===== src/rtl/me_pkg.sv =====
// me_pkg: shared state enum, widths, vector type and invalid-SAD marker for the ME job sequencer
package me_pkg;
    localparam int ME_DATA_W = 64;
    localparam int ME_CUR_AW = 5;
    localparam int ME_REF_AW = 7;
    localparam int ME_R_MAX = 8;
    localparam logic [15:0] ME_SAD_INVALID = 16'hFFFF;
    typedef logic signed [4:0] me_mv_t;
    typedef enum logic [2:0] {
        ME_IDLE,
        ME_LOAD_CUR,
        ME_LOAD_REF,
        ME_KICK,
        ME_SEARCH,
        ME_FINISH
    } me_job_state_t;
endpackage


===== src/rtl/me_load_ctr.sv =====
// me_load_ctr: word counter advanced by an accepted handshake; flags and wraps on the last word
// Ports: clk, reset (sync, active-high), en_i (accepted word), last_i (index of final word),
//        count_o (address of the current word), done_o (final word accepted this cycle)
module me_load_ctr
    import me_pkg::*;
#(
    parameter int AW = ME_REF_AW
) (
    input  logic          clk,
    input  logic          reset,
    input  logic          en_i,
    input  logic [AW-1:0] last_i,
    output logic [AW-1:0] count_o,
    output logic          done_o
);
    logic [AW-1:0] count_q, count_d;
    assign done_o  = en_i && count_q == last_i;
    assign count_d = done_o ? '0 : en_i ? count_q + 1'b1 : count_q;
    assign count_o = count_q;
    always_ff @(posedge clk) begin
        if (reset) count_q <= '0;
        else       count_q <= count_d;
    end
endmodule


===== src/rtl/me_job_sequencer.sv =====
// me_job_sequencer: per-macroblock job controller that loads cur/ref buffers, runs the ME search and returns its result
// Ports: clk, reset (sync, active-high); job_start/job_r request a job; in_valid/in_data/in_ready stream
//        32 cur words then 128 ref words into the cur_*/ref_* write ports; me_r/me_start drive the engine,
//        me_done/me_mv_x/me_mv_y/me_sad return its result; busy, job_done, mv_x, mv_y, sad, timeout_err
//        report to the frame controller.
// Build option: ME_JOB_SEQUENCER_PERF_EN adds job_cycles, a saturating job length counter.
module me_job_sequencer
    import me_pkg::*;
#(
    parameter int DATA_W  = ME_DATA_W,
    parameter int CUR_AW  = ME_CUR_AW,
    parameter int REF_AW  = ME_REF_AW,
    parameter int R_MAX   = ME_R_MAX,
    parameter int TIMEOUT = 4096
) (
    input  logic              clk,
    input  logic              reset,
    input  logic              job_start,
    input  logic [3:0]        job_r,
    input  logic              in_valid,
    input  logic [DATA_W-1:0] in_data,
    output logic              in_ready,
    output logic              cur_we,
    output logic [CUR_AW-1:0] cur_addr,
    output logic [DATA_W-1:0] cur_wdata,
    output logic              ref_we,
    output logic [REF_AW-1:0] ref_addr,
    output logic [DATA_W-1:0] ref_wdata,
    output logic [3:0]        me_r,
    output logic              me_start,
    input  logic              me_done,
    input  logic signed [4:0] me_mv_x,
    input  logic signed [4:0] me_mv_y,
    input  logic [15:0]       me_sad,
    output logic              busy,
    output logic              job_done,
    output logic signed [4:0] mv_x,
    output logic signed [4:0] mv_y,
    output logic [15:0]       sad,
    output logic              timeout_err
`ifdef ME_JOB_SEQUENCER_PERF_EN
    ,
    output logic [15:0]       job_cycles
`endif
);
    localparam int CUR_WORDS = 2 ** CUR_AW;
    localparam int REF_WORDS = 2 ** REF_AW;
    localparam int TW = $clog2(TIMEOUT);
    me_job_state_t state_q, state_d;
    logic [3:0] r_q, r_d;
    logic [TW-1:0] tcnt_q, tcnt_d;
    me_mv_t mv_x_q, mv_x_d, mv_y_q, mv_y_d;
    logic [15:0] sad_q, sad_d;
    logic to_q, to_d;
    logic acc, ld_done, expired;
    logic [REF_AW-1:0] cnt, ld_last;
    assign in_ready = state_q == ME_LOAD_CUR || state_q == ME_LOAD_REF;
    assign acc      = in_valid && in_ready;
    assign ld_last  = state_q == ME_LOAD_CUR ? REF_AW'(CUR_WORDS - 1) : REF_AW'(REF_WORDS - 1);
    me_load_ctr #(.AW(REF_AW)) u_ctr (
        .clk     (clk),
        .reset   (reset),
        .en_i    (acc),
        .last_i  (ld_last),
        .count_o (cnt),
        .done_o  (ld_done)
    );
    assign cur_we    = acc && state_q == ME_LOAD_CUR;
    assign ref_we    = acc && state_q == ME_LOAD_REF;
    assign cur_addr  = cur_we ? cnt[CUR_AW-1:0] : '0;
    assign ref_addr  = ref_we ? cnt : '0;
    assign cur_wdata = cur_we ? in_data : '0;
    assign ref_wdata = ref_we ? in_data : '0;
    assign me_r      = state_q == ME_KICK || state_q == ME_SEARCH ? r_q : '0;
    assign me_start  = state_q == ME_KICK;
    assign busy      = state_q != ME_IDLE && state_q != ME_FINISH;
    assign job_done  = state_q == ME_FINISH;
    assign mv_x        = mv_x_q;
    assign mv_y        = mv_y_q;
    assign sad         = sad_q;
    assign timeout_err = to_q;
    // The search counter starts at 1 in KICK so it measures cycles since me_start.
    assign tcnt_d  = state_q == ME_SEARCH ? tcnt_q + 1'b1 : state_q == ME_KICK ? TW'(1) : '0;
    assign expired = tcnt_q == TW'(TIMEOUT - 1);
    always_comb begin
        state_d = state_q;
        r_d     = r_q;
        mv_x_d  = mv_x_q;
        mv_y_d  = mv_y_q;
        sad_d   = sad_q;
        to_d    = to_q;
        case (state_q)
            ME_IDLE: if (job_start) begin
                r_d     = job_r > 4'(R_MAX) ? 4'(R_MAX) : job_r;
                state_d = ME_LOAD_CUR;
            end
            ME_LOAD_CUR: state_d = ld_done ? ME_LOAD_REF : ME_LOAD_CUR;
            ME_LOAD_REF: state_d = ld_done ? ME_KICK : ME_LOAD_REF;
            ME_KICK:     state_d = ME_SEARCH;
            ME_SEARCH: if (me_done || expired) begin
                // A completion arriving on the expiry cycle still counts as a result.
                mv_x_d  = me_done ? me_mv_x : '0;
                mv_y_d  = me_done ? me_mv_y : '0;
                sad_d   = me_done ? me_sad : ME_SAD_INVALID;
                to_d    = !me_done;
                state_d = ME_FINISH;
            end
            default: state_d = ME_IDLE;
        endcase
    end
    always_ff @(posedge clk) begin
        if (reset) begin
            state_q <= ME_IDLE;
            r_q     <= '0;
            tcnt_q  <= '0;
            mv_x_q  <= '0;
            mv_y_q  <= '0;
            sad_q   <= '0;
            to_q    <= 1'b0;
        end else begin
            state_q <= state_d;
            r_q     <= r_d;
            tcnt_q  <= tcnt_d;
            mv_x_q  <= mv_x_d;
            mv_y_q  <= mv_y_d;
            sad_q   <= sad_d;
            to_q    <= to_d;
        end
    end
`ifdef ME_JOB_SEQUENCER_PERF_EN
    logic [15:0] cyc_q, cyc_d;
    // Loaded with 2 so the value seen in each cycle already includes that cycle and the start cycle.
    assign cyc_d = state_q == ME_IDLE && job_start ? 16'd2 :
                   busy && cyc_q != 16'hFFFF ? cyc_q + 16'd1 : cyc_q;
    assign job_cycles = cyc_q;
    always_ff @(posedge clk) begin
        if (reset) cyc_q <= '0;
        else       cyc_q <= cyc_d;
    end
`endif
endmodule


===== config.mk =====
export PLATFORM = sky130hd
export DESIGN_NAME = me_job_sequencer
export DESIGN_NICKNAME = d
export VERILOG_FILES = /design/src/rtl/me_pkg.sv /design/src/rtl/me_load_ctr.sv /design/src/rtl/me_job_sequencer.sv
export SDC_FILE = /design/constraint.sdc
export NUM_CORES = 1
export LEC_CHECK = 0
export ABC_AREA = 1
export BUFFER_PORTS_ARGS = -buffer_cell sky130_fd_sc_hd__buf_2
export CORE_AREA = 8 8 101 103
export CTS_CLUSTER_SIZE = 25
export DETAILED_ROUTE_END_ITERATION = 12
export DIE_AREA = 0 0 109 111
export PLACE_DENSITY = 0.77
export SLEW_MARGIN = 20
export SYNTH_ARGS = -nofsm -noshare
export SYNTH_HDL_FRONTEND = slang
export SYNTH_SLANG_ARGS = --single-unit

===== constraint.sdc =====
create_clock -name clk -period 4.5 [get_ports clk]
set_input_delay 0.45 -clock clk [delete_from_list [all_inputs] [get_ports clk]]
set_output_delay 0.45 -clock clk [all_outputs]
set_load 0.005 [all_outputs]

Word-level counts from Yosys, hierarchy flattened
Cells that the tools add are included.
{"block": "word_totals", "in_bits": 99, "register_bits": 53, "out_inout_bits": 177}
{"block": "op_classes", "order_cmp": 1, "reduce_logical": 15, "n_eq_ne": 10, "n_addsub": 2, "n_mux": 17}
{"op": "$mux 64", "count": 2}
{"op": "$mux 16", "count": 1}
{"op": "$mux 5", "count": 3}
{"op": "$pmux 3 s5", "count": 1}
{"op": "$mux 7", "count": 2}
{"op": "$add 12x1->12 const B", "count": 1}
{"op": "$eq 12x12->1 const B", "count": 1}
{"op": "$mux 12", "count": 1}
{"op": "$mux 4", "count": 2}
{"op": "$add 7x1->7 const B", "count": 1}
{"op": "$eq 7x7->1", "count": 1}
{"op": "$eq 3x2->1 const B", "count": 2}
{"op": "$eq 3x3->1 const B", "count": 2}
{"op": "$mux 3", "count": 2}
{"op": "$reduce_and 2->1", "count": 3}
{"op": "$logic_and 1x1->1", "count": 5}
{"op": "$gt 4x4->1 const B", "count": 1}
{"op": "$eq 3x1->1 const B", "count": 1}
{"op": "$logic_not 3->1", "count": 1}
{"op": "$logic_or 1x1->1", "count": 3}
{"op": "$ne 3x3->1 const B", "count": 1}
{"op": "$reduce_bool 3->1", "count": 1}
{"op": "$mux 1", "count": 2}
{"op": "$mux 2", "count": 1}
{"op": "4 further kinds", "count": 4}

Longest topological paths before layout
Gate-level depths: netlist of the first run.
{"block": "depth", "depth_word": 6, "depth_mapped": 9}

Cells and area by module
A second synthesis of the first run with hierarchy kept.
{"block": "hier_totals", "cells_unflattened": 563, "hier_area_um2": 3434.5}
{"module": "me_job_sequencer", "cells_per_inst": 481, "instances": 1, "area_per_inst_um2": 2971.6}
{"module": "me_load_ctr", "cells_per_inst": 82, "instances": 1, "area_per_inst_um2": 462.9}

Least setup slack after synthesis of the first run
Ideal clock, no wire load.
{"block": "synth_timing", "path_kind": "register to output", "start": "register state_q[1]", "end": "output cur_wdata[53]", "slack_ns": 2.855, "stages_incl_launch_ff": 8, "path_buffers": 2, "required_ns": 4.050, "arrival_time_ns": 1.195, "path_cell_list": "dfxtp_1 -> inv_1 -> nand3_2 -> nor2_2 -> inv_2 -> buf_2 -> buf_2 -> nor2_1"}
{"block": "synth_between", "elab_chain_len": 5, "word_cells_on_any_way": 6, "cone_classes": "eq/ne: 2; mux: 1; reduce/logical: 3"}
{"item": "start: declaration", "line_no": "me_job_sequencer.sv:49", "rtl": "me_job_state_t state_q, state_d;"}
{"item": "start signal: assignment", "line_no": "me_job_sequencer.sv:121", "rtl": "state_q <= state_d;"}
{"item": "$eq 3x1->1 / $eq 3x2->1 (equally long branches)", "line_no": "me_job_sequencer.sv:57, me_job_sequencer.sv:68"}
{"item": "$logic_or 1x1->1", "line_no": "me_job_sequencer.sv:57", "rtl": "assign in_ready = state_q == ME_LOAD_CUR || state_q == ME_LOAD_REF;"}
{"item": "$logic_and 1x1->1", "line_no": "me_job_sequencer.sv:58", "rtl": "assign acc = in_valid && in_ready;"}
{"item": "$logic_and 1x1->1 (*)", "line_no": "me_job_sequencer.sv:68", "rtl": "assign cur_we = acc && state_q == ME_LOAD_CUR;"}
{"item": "net cur_we", "line_no": "me_job_sequencer.sv:23", "rtl": "output logic cur_we,"}
{"item": "$mux 64 (*)", "line_no": "me_job_sequencer.sv:72", "rtl": "assign cur_wdata = cur_we ? in_data : '0;"}
{"item": "end: declaration", "line_no": "me_job_sequencer.sv:25", "rtl": "output logic [DATA_W-1:0] cur_wdata,"}
Mark *: on every way through the listed nets, which the timed path passes. The rest lies on a longest branch.

Final worst setup path of the first run
{"block": "layout_timing", "start": "register state_q[0]", "end": "output ref_wdata[15]"}
{"block": "layout_between", "elab_chain_len": 5, "word_cells_on_any_way": 6, "cone_classes": "eq/ne: 2; mux: 1; reduce/logical: 3"}
{"item": "$eq 3x1->1 / $eq 3x2->1 (equally long branches)", "line_no": "me_job_sequencer.sv:57, me_job_sequencer.sv:69"}
{"item": "$logic_or 1x1->1", "line_no": "me_job_sequencer.sv:57"}
{"item": "$logic_and 1x1->1", "line_no": "me_job_sequencer.sv:58"}
{"item": "$logic_and 1x1->1 (*)", "line_no": "me_job_sequencer.sv:69", "rtl": "assign ref_we = acc && state_q == ME_LOAD_REF;"}
{"item": "$mux 64 (*)", "line_no": "me_job_sequencer.sv:73", "rtl": "assign ref_wdata = ref_we ? in_data : '0;"}
{"item": "end: declaration", "line_no": "me_job_sequencer.sv:28", "rtl": "output logic [DATA_W-1:0] ref_wdata,"}
Mark *: on every way between the ends. The rest lies on a longest branch, timed or not.

==> results of run 1 <==
[Yosys cell counts (2+ instances only)]
library cell and number:
nand2_1 51, clkbuf_1 14, nor3_1 8, nand4_1 2, inv_1 109, nor2_1 165
nor3b_1 2, ha_1 2, xor2_1 4, nand2_2 3, nor2_2 2, nand3_1 17
a21oi_1 43, inv_2 6, a211oi_1 2, o21ai_0 20, buf_2 5, dfxtp_1 53
or2_2 2
[report_power, final]
group	switching, W	internal [W]
Sequential	0.00000268	0.000472
Combinational	0.0000805	0.0000593
Clock	0.000145	0.000181
Total	0.000228	0.000712
[cells by family after synthesis]
kind of cell	Yosys count	share of synthesized area
and+or+nand+nor	257	0.343
buffers and inverters	137	0.171
AOI/OAI and AO/OA	70	0.120
DFF	53	0.346
xor gates and xnor gates	4	0.0114
adders and majority gates	2	0.00816
[per-stage QoR]
| step | hold WS (ps) | cells | util | total power (W) |
|---|---|---|---|---|
| finish | 386 | 892 | 0.538 | 0.000940 |
| global route | 383 | 892 | 0.538 | 0.000986 |
| floorplan | 442 | 523 | - | 0.000545 |
| global placement | 433 | 884 | 0.525 | 0.000626 |
| detailed placement | 436 | 884 | 0.525 | 0.000626 |
| CTS | 381 | 892 | 0.538 | 0.000953 |
[worst paths after layout]
kind	from	endpoint	slack (ps)
setup / recovery	state_q[0]	ref_wdata[15]	1810
hold / removal	job_r[2]	r_q[2]	390
setup reg to reg	state_q[1]	sad[0]	2690
hold reg to reg	sad[11]	sad[11]	450
[routing by layer]
layer / part of all wire / GRT usage
met1: 0.37 / 0.218
met3: 0.13 / 0.0849
met2: 0.49 / 0.350
met5: 0 / 0
met4: 0.016 / 0.0521
[final cells by class]
type	count	share of cell area
clock buffer	7	0.0188
clock inverter	1	0.00652
inverter	115	0.0940
multi-input combinational	333	0.322
sequential	53	0.230
tap	108	0.0294
timing repair buffer	275	0.299
[flip-flops by register name (all words and copies together), names as in the netlist]
| register | flops |
|---|---|
| sad | 16 |
| tcnt_q | 12 |
| u_ctr.count_o | 7 |
| mv_x | 5 |
| mv_y | 5 |
| r_q | 4 |
| state_q | 3 |
| timeout_err | 1 |
[worst min-delay path: stages]
cell and delay, ps:
buf_2 70, a22oi_1 50, nor2_1 70
==> flow_metrics.py, run 1 <==
metrics = {
    "finish": {
        "antenna_cells": 0,
        "nets": 884,
        "ff_latch_area_sq_mm": 0.00106,
        "final_layout_size_suffix_gt1_frac": 0.381,
        "nFillCells": 903,
        "multi_input_area_sq_mm": 0.00148,
        "layout_common_cells": "buf_2 (275), nor2_1 (165), inv_1 (109), dfxtp_1 (53), nand2_1 (51)",
        "layout_commonest_cell": "buf_2",
        "finalInstanceArea_sq_mm": 0.00460,
        "area_growth_syn_to_layout_pct": 50.0,
    },
    "setup_path": {
        "cp_slowest_cell": "clkinv_2",
        "required_ps": 4050,
        "critPathMaxStageDelay_ps": 690,
        "crit_chain": "nor2_1 -> nand2_1 -> nor2_1 -> clkinv_2 -> nor2_1 -> buf_2",
        "critical_path_class": "register to output port",
        "cp_top_family": "buffers and inverters",
        "crit_fanout": 71,
        "cp.depth": 6,
        "reg2reg_depth": 6,
        "cp.arrival_ps": 2240,
        "path_buf_inv": 2,
        "cpMostUsedCell": "nor2_1",
        "start_kind": "register",
        "end_kind": "output port",
    },
    "global_route": {
        "antenna_found_initial": 0,
        "grt_pass1_vias": 3726,
        "grt_max_degree": 72,
        "overflow": 0,
        "grt_pass1_wl_um": 19400,
        "track_usage": 0.202,
    },
    "place": {
        "place.gp.congestion": 0.840,
        "placed_area_sq_mm": 0.00449,
        "pre_cts_ws_ps": 2200,
        "hpwl_um": 10900,
        "io_buffers": 275,
    },
    "synth": {
        "netlist.area_leader.share": 0.346,
        "synthDistinctLibCells": 32,
        "avgSynthCellArea_sq_um": 5.87,
        "synth-seq-cells": 53,
        "synth_edf_count": 0,
        "synthArstFlopShare": 0,
        "synth_area_sq_mm": 0.00307,
        "seq_area_frac_synth": 0.346,
        "synth_cells": 523,
        "ys.flop_type": "dfxtp_1",
        "ys_warn_count": 0,
        "ys_top_cells_by_area": "dfxtp_1 (35%), nor2_1 (20%), inv_1 (13%), a21oi_1 (7.0%), nand2_1 (6.2%)",
        "synth_nets": 624,
        "yosys.area.top_type": "dfxtp_1",
    },
    "clock_tree": {
        "cts_setup_buffers": 0,
        "h-tree-depth": 2,
        "clockBufferDepth": 2,
        "clock_latency_ps": 290,
        "cts_resized": 0,
        "clock_sinks": 53,
        "cts_tree": "done",
        "clkSlewWorstSetupHoldPaths_ps": 90,
        "cts_hold_buffers": 0,
        "cts_made_buffers": 5,
        "cts-root-buf": "clkbuf_8",
    },
    "min_path": {
        "hold_depth": 3,
        "hp-class": "primary input to register",
    },
    "detailed_routing": {
        "vias_per_cell": 4.45,
        "drtIter0Drc": 258,
        "drc": 0,
        "num_vias": 3970,
        "routed_wl_um": 13100,
        "antenna_left": 0,
        "firstDrtPassIters": 4,
        "wl_per_cell_um": 14.7,
    },
    "sta": {
        "finalSetupViolCount": 0,
        "max_slew.worst_pin.slew_ps": 1070,
        "fin_skew_ps": 4.29,
        "setup_slack_ps": 1810,
        "fin_crit_sh": 0.597,
        "max-slew-margin-rel": 0.285,
        "final-hold-violation-count": 0,
        "fmax_ghz": 0.372,
        "min_period_ps": 2690,
        "rsz0062_at_grt": "false",
        "slew_viol_final": 0,
        "tns_ps": 0,
    },
    "floorplanning": {
        "core_area_sq_mm": 0.00855,
        "dieArea_sq_mm": 0.0121,
        "die_w_um": 109,
        "io_pins": 276,
        "start_util": 0.359,
        "rows": 34,
        "fp.dieH_um": 111,
    },
    "pwr": {
        "leakagePower_nw": 2.80,
        "p_per_area_mw_per_mm2": 204,
        "vdd_drop_max_uv": 156,
    },
    "job": {
        "drv_cap": 0,
    },
    "status": {
        "status": "finished clean",
    },
}
No activity file was read; power rests on OpenSTA's default activity.
==> run 2: changes to the inputs <==
--- a/config.mk
+++ b/config.mk
@@ -7,10 +7,11 @@
 export LEC_CHECK = 0
 export ABC_AREA = 1
 export BUFFER_PORTS_ARGS = -buffer_cell sky130_fd_sc_hd__buf_2
-export CORE_AREA = 8 8 101 103
+export CORE_ASPECT_RATIO = 1.2
+export CORE_MARGIN = 8
+export CORE_UTILIZATION = 34
 export CTS_CLUSTER_SIZE = 25
 export DETAILED_ROUTE_END_ITERATION = 12
-export DIE_AREA = 0 0 109 111
 export PLACE_DENSITY = 0.77
 export SLEW_MARGIN = 20
 export SYNTH_ARGS = -nofsm -noshare
==> constraint.sdc (replaced) <==
create_clock -name clk -period 2.15 [get_ports clk]
set_input_delay 0.215 -clock clk [delete_from_list [all_inputs] [get_ports clk]]
set_output_delay 0.215 -clock clk [all_outputs]
set_load 0.005 [all_outputs]
==> run 2 against run 1 <==
Register-to-register slack worse by 2300 ps; combinational power up 110%; via count up 2.3%; clock skew up 4.4 ps; sequential power up 110%; clock power up 81%; core utilization down 1.8 points; wire length up 2.3%; critical path type unchanged.
==> flow_metrics.py, run 2 (synthesized netlist as in run 1, its figures left out) <==
metrics = {
    "floorplanning": {
        "die_w_um": 103,
        "fp.dieH_um": 120,
        "io_pins": 276,
        "dieArea_sq_mm": 0.0123,
        "start_util": 0.345,
        "core_area_sq_mm": 0.00889,
        "rows": 38,
    },
    "finish": {
        "final_layout_size_suffix_gt1_frac": 0.385,
        "layout_commonest_cell": "buf_2",
        "layout_common_cells": "buf_2 (275), nor2_1 (164), inv_1 (109), dfxtp_1 (53), nand2_1 (51)",
        "antenna_cells": 0,
        "nets": 886,
        "nFillCells": 935,
        "ff_latch_area_sq_mm": 0.00106,
        "multi_input_area_sq_mm": 0.00148,
        "area_growth_syn_to_layout_pct": 50.9,
        "largest_register_ff_count": 16,
    },
    "sta": {
        "max_slew.worst_pin.slew_ps": 508,
        "fin_skew_ps": 8.72,
        "tns_ps": 0,
        "fin_crit_sh": 0.908,
        "fmax_ghz": 0.512,
        "finalSetupViolCount": 0,
        "min_period_ps": 1950,
        "slew_viol_final": 0,
        "final-hold-violation-count": 0,
        "max-slew-margin-rel": 0.661,
        "rsz0062_at_grt": "false",
    },
    "clock_tree": {
        "clock_latency_ps": 310,
        "cts_tree": "done",
        "clock_sinks": 53,
        "clockBufferDepth": 2,
        "h-tree-depth": 2,
        "cts_setup_buffers": 0,
        "clkSlewWorstSetupHoldPaths_ps": 110,
        "cts-root-buf": "clkbuf_8",
        "cts_made_buffers": 5,
        "cts_hold_buffers": 0,
    },
    "pwr": {
        "vdd_drop_max_uv": 252,
        "p_per_area_mw_per_mm2": 406,
        "finalPower_w": 0.00188,
        "leakagePower_nw": 2.81,
    },
    "setup_path": {
        "r2r_slack_ps": 380,
        "path_buf_inv": 3,
        "end_kind": "output port",
        "cp_top_family": "buffers and inverters",
        "crit_chain": "nor2_1 -> nand2_1 -> nor2_2 -> inv_2 -> buf_12 -> nor2_1 -> buf_2",
        "critPathMaxStageDelay_ps": 460,
        "reg2reg_depth": 6,
        "cp_slowest_cell": "dfxtp_1",
        "cpMostUsedCell": "nor2_1",
        "cp.arrival_ps": 1740,
        "start_kind": "register",
        "cp.depth": 7,
        "crit_fanout": 61,
        "critical_path_class": "register to output port",
        "required_ps": 1930,
    },
    "detailed_routing": {
        "firstDrtPassIters": 5,
        "vias_per_cell": 4.48,
        "drtIter0Drc": 222,
        "wl_per_cell_um": 14.8,
        "antenna_left": 0,
        "routed_wl_um": 13400,
        "num_vias": 4060,
        "drc": 0,
    },
    "global_route": {
        "grt_pass1_wl_um": 19800,
        "grt_max_degree": 70,
        "grt_pass1_vias": 3845,
        "track_usage": 0.205,
        "overflow": 0,
        "antenna_found_initial": 0,
    },
    "place": {
        "io_buffers": 275,
        "hpwl_um": 11100,
        "place.gp.congestion": 0.895,
    },
    "min_path": {
        "hp-class": "primary input to register",
        "hold_depth": 3,
    },
    "job": {
        "drv_cap": 0,
    },
    "status": {
        "status": "finished clean",
    },
}
run 2: worst paths after layout:
kind,from,endpoint
setup / recovery,state_q[0],ref_wdata[18]
hold / removal,job_r[0],r_q[0]
setup reg to reg,state_q[1],sad[13]
hold reg to reg,timeout_err,timeout_err
run 2: metrics by stage:
step | cell area [sq um] | utilization | worst slack, ps | std cells | hold WS (ps)
final | 4630 | 0.521 | 197 | 906 | 138
after global routing | 4630 | 0.521 | 11.7 | 906 | 150
after CTS | 4620 | 0.520 | 156 | 906 | 132
after detailed placement | 4530 | 0.509 | 205 | 898 | 438
after global placement | 4530 | 0.509 | 218 | 898 | 434
after floorplan | 3070 | - | 740 | 523 | 358
run 2: area by class of cell:
type,instances,area share
inverters,115,0.0943
flip-flops and latches,53,0.229
clock buffers,5,0.0149
clock inverters,3,0.00541
well taps,120,0.0324
repair buffers,277,0.303
multi-input cells,333,0.321
run 2: repair_timing:
action                                  in CTS  in global routing
endpoints found under the setup margin      69                  6
gates resized for setup                      1                  2
cloned                                       0                  0
run 2: power breakdown:
group | leakage, nW | internal (W) | switching [W]
clock | 0.0452 | 0.000238 | 0.000353
sequential | 0.428 | 0.000988 | 0.00000547
combinational | 2.33 | 0.000125 | 0.000169
total | 2.81 | 0.00135 | 0.000527
run 2: worst register-to-register path, cell delays in order, from the launching register on:
cell and delay, ps:
dfxtp_1 350, inv_1 160, nand2_1 150, nor2_4 290
nand2_1 360, o21ai_0 290, a21oi_1 60
run 2: routing by layer:
layer,track usage,wire [um],up-vias
met5,0,0,-
met4,0.0515,180,0
met3,0.0956,1730,10
met2,0.336,6150,188
met1,0.234,5310,1783
li1,-,-,2079
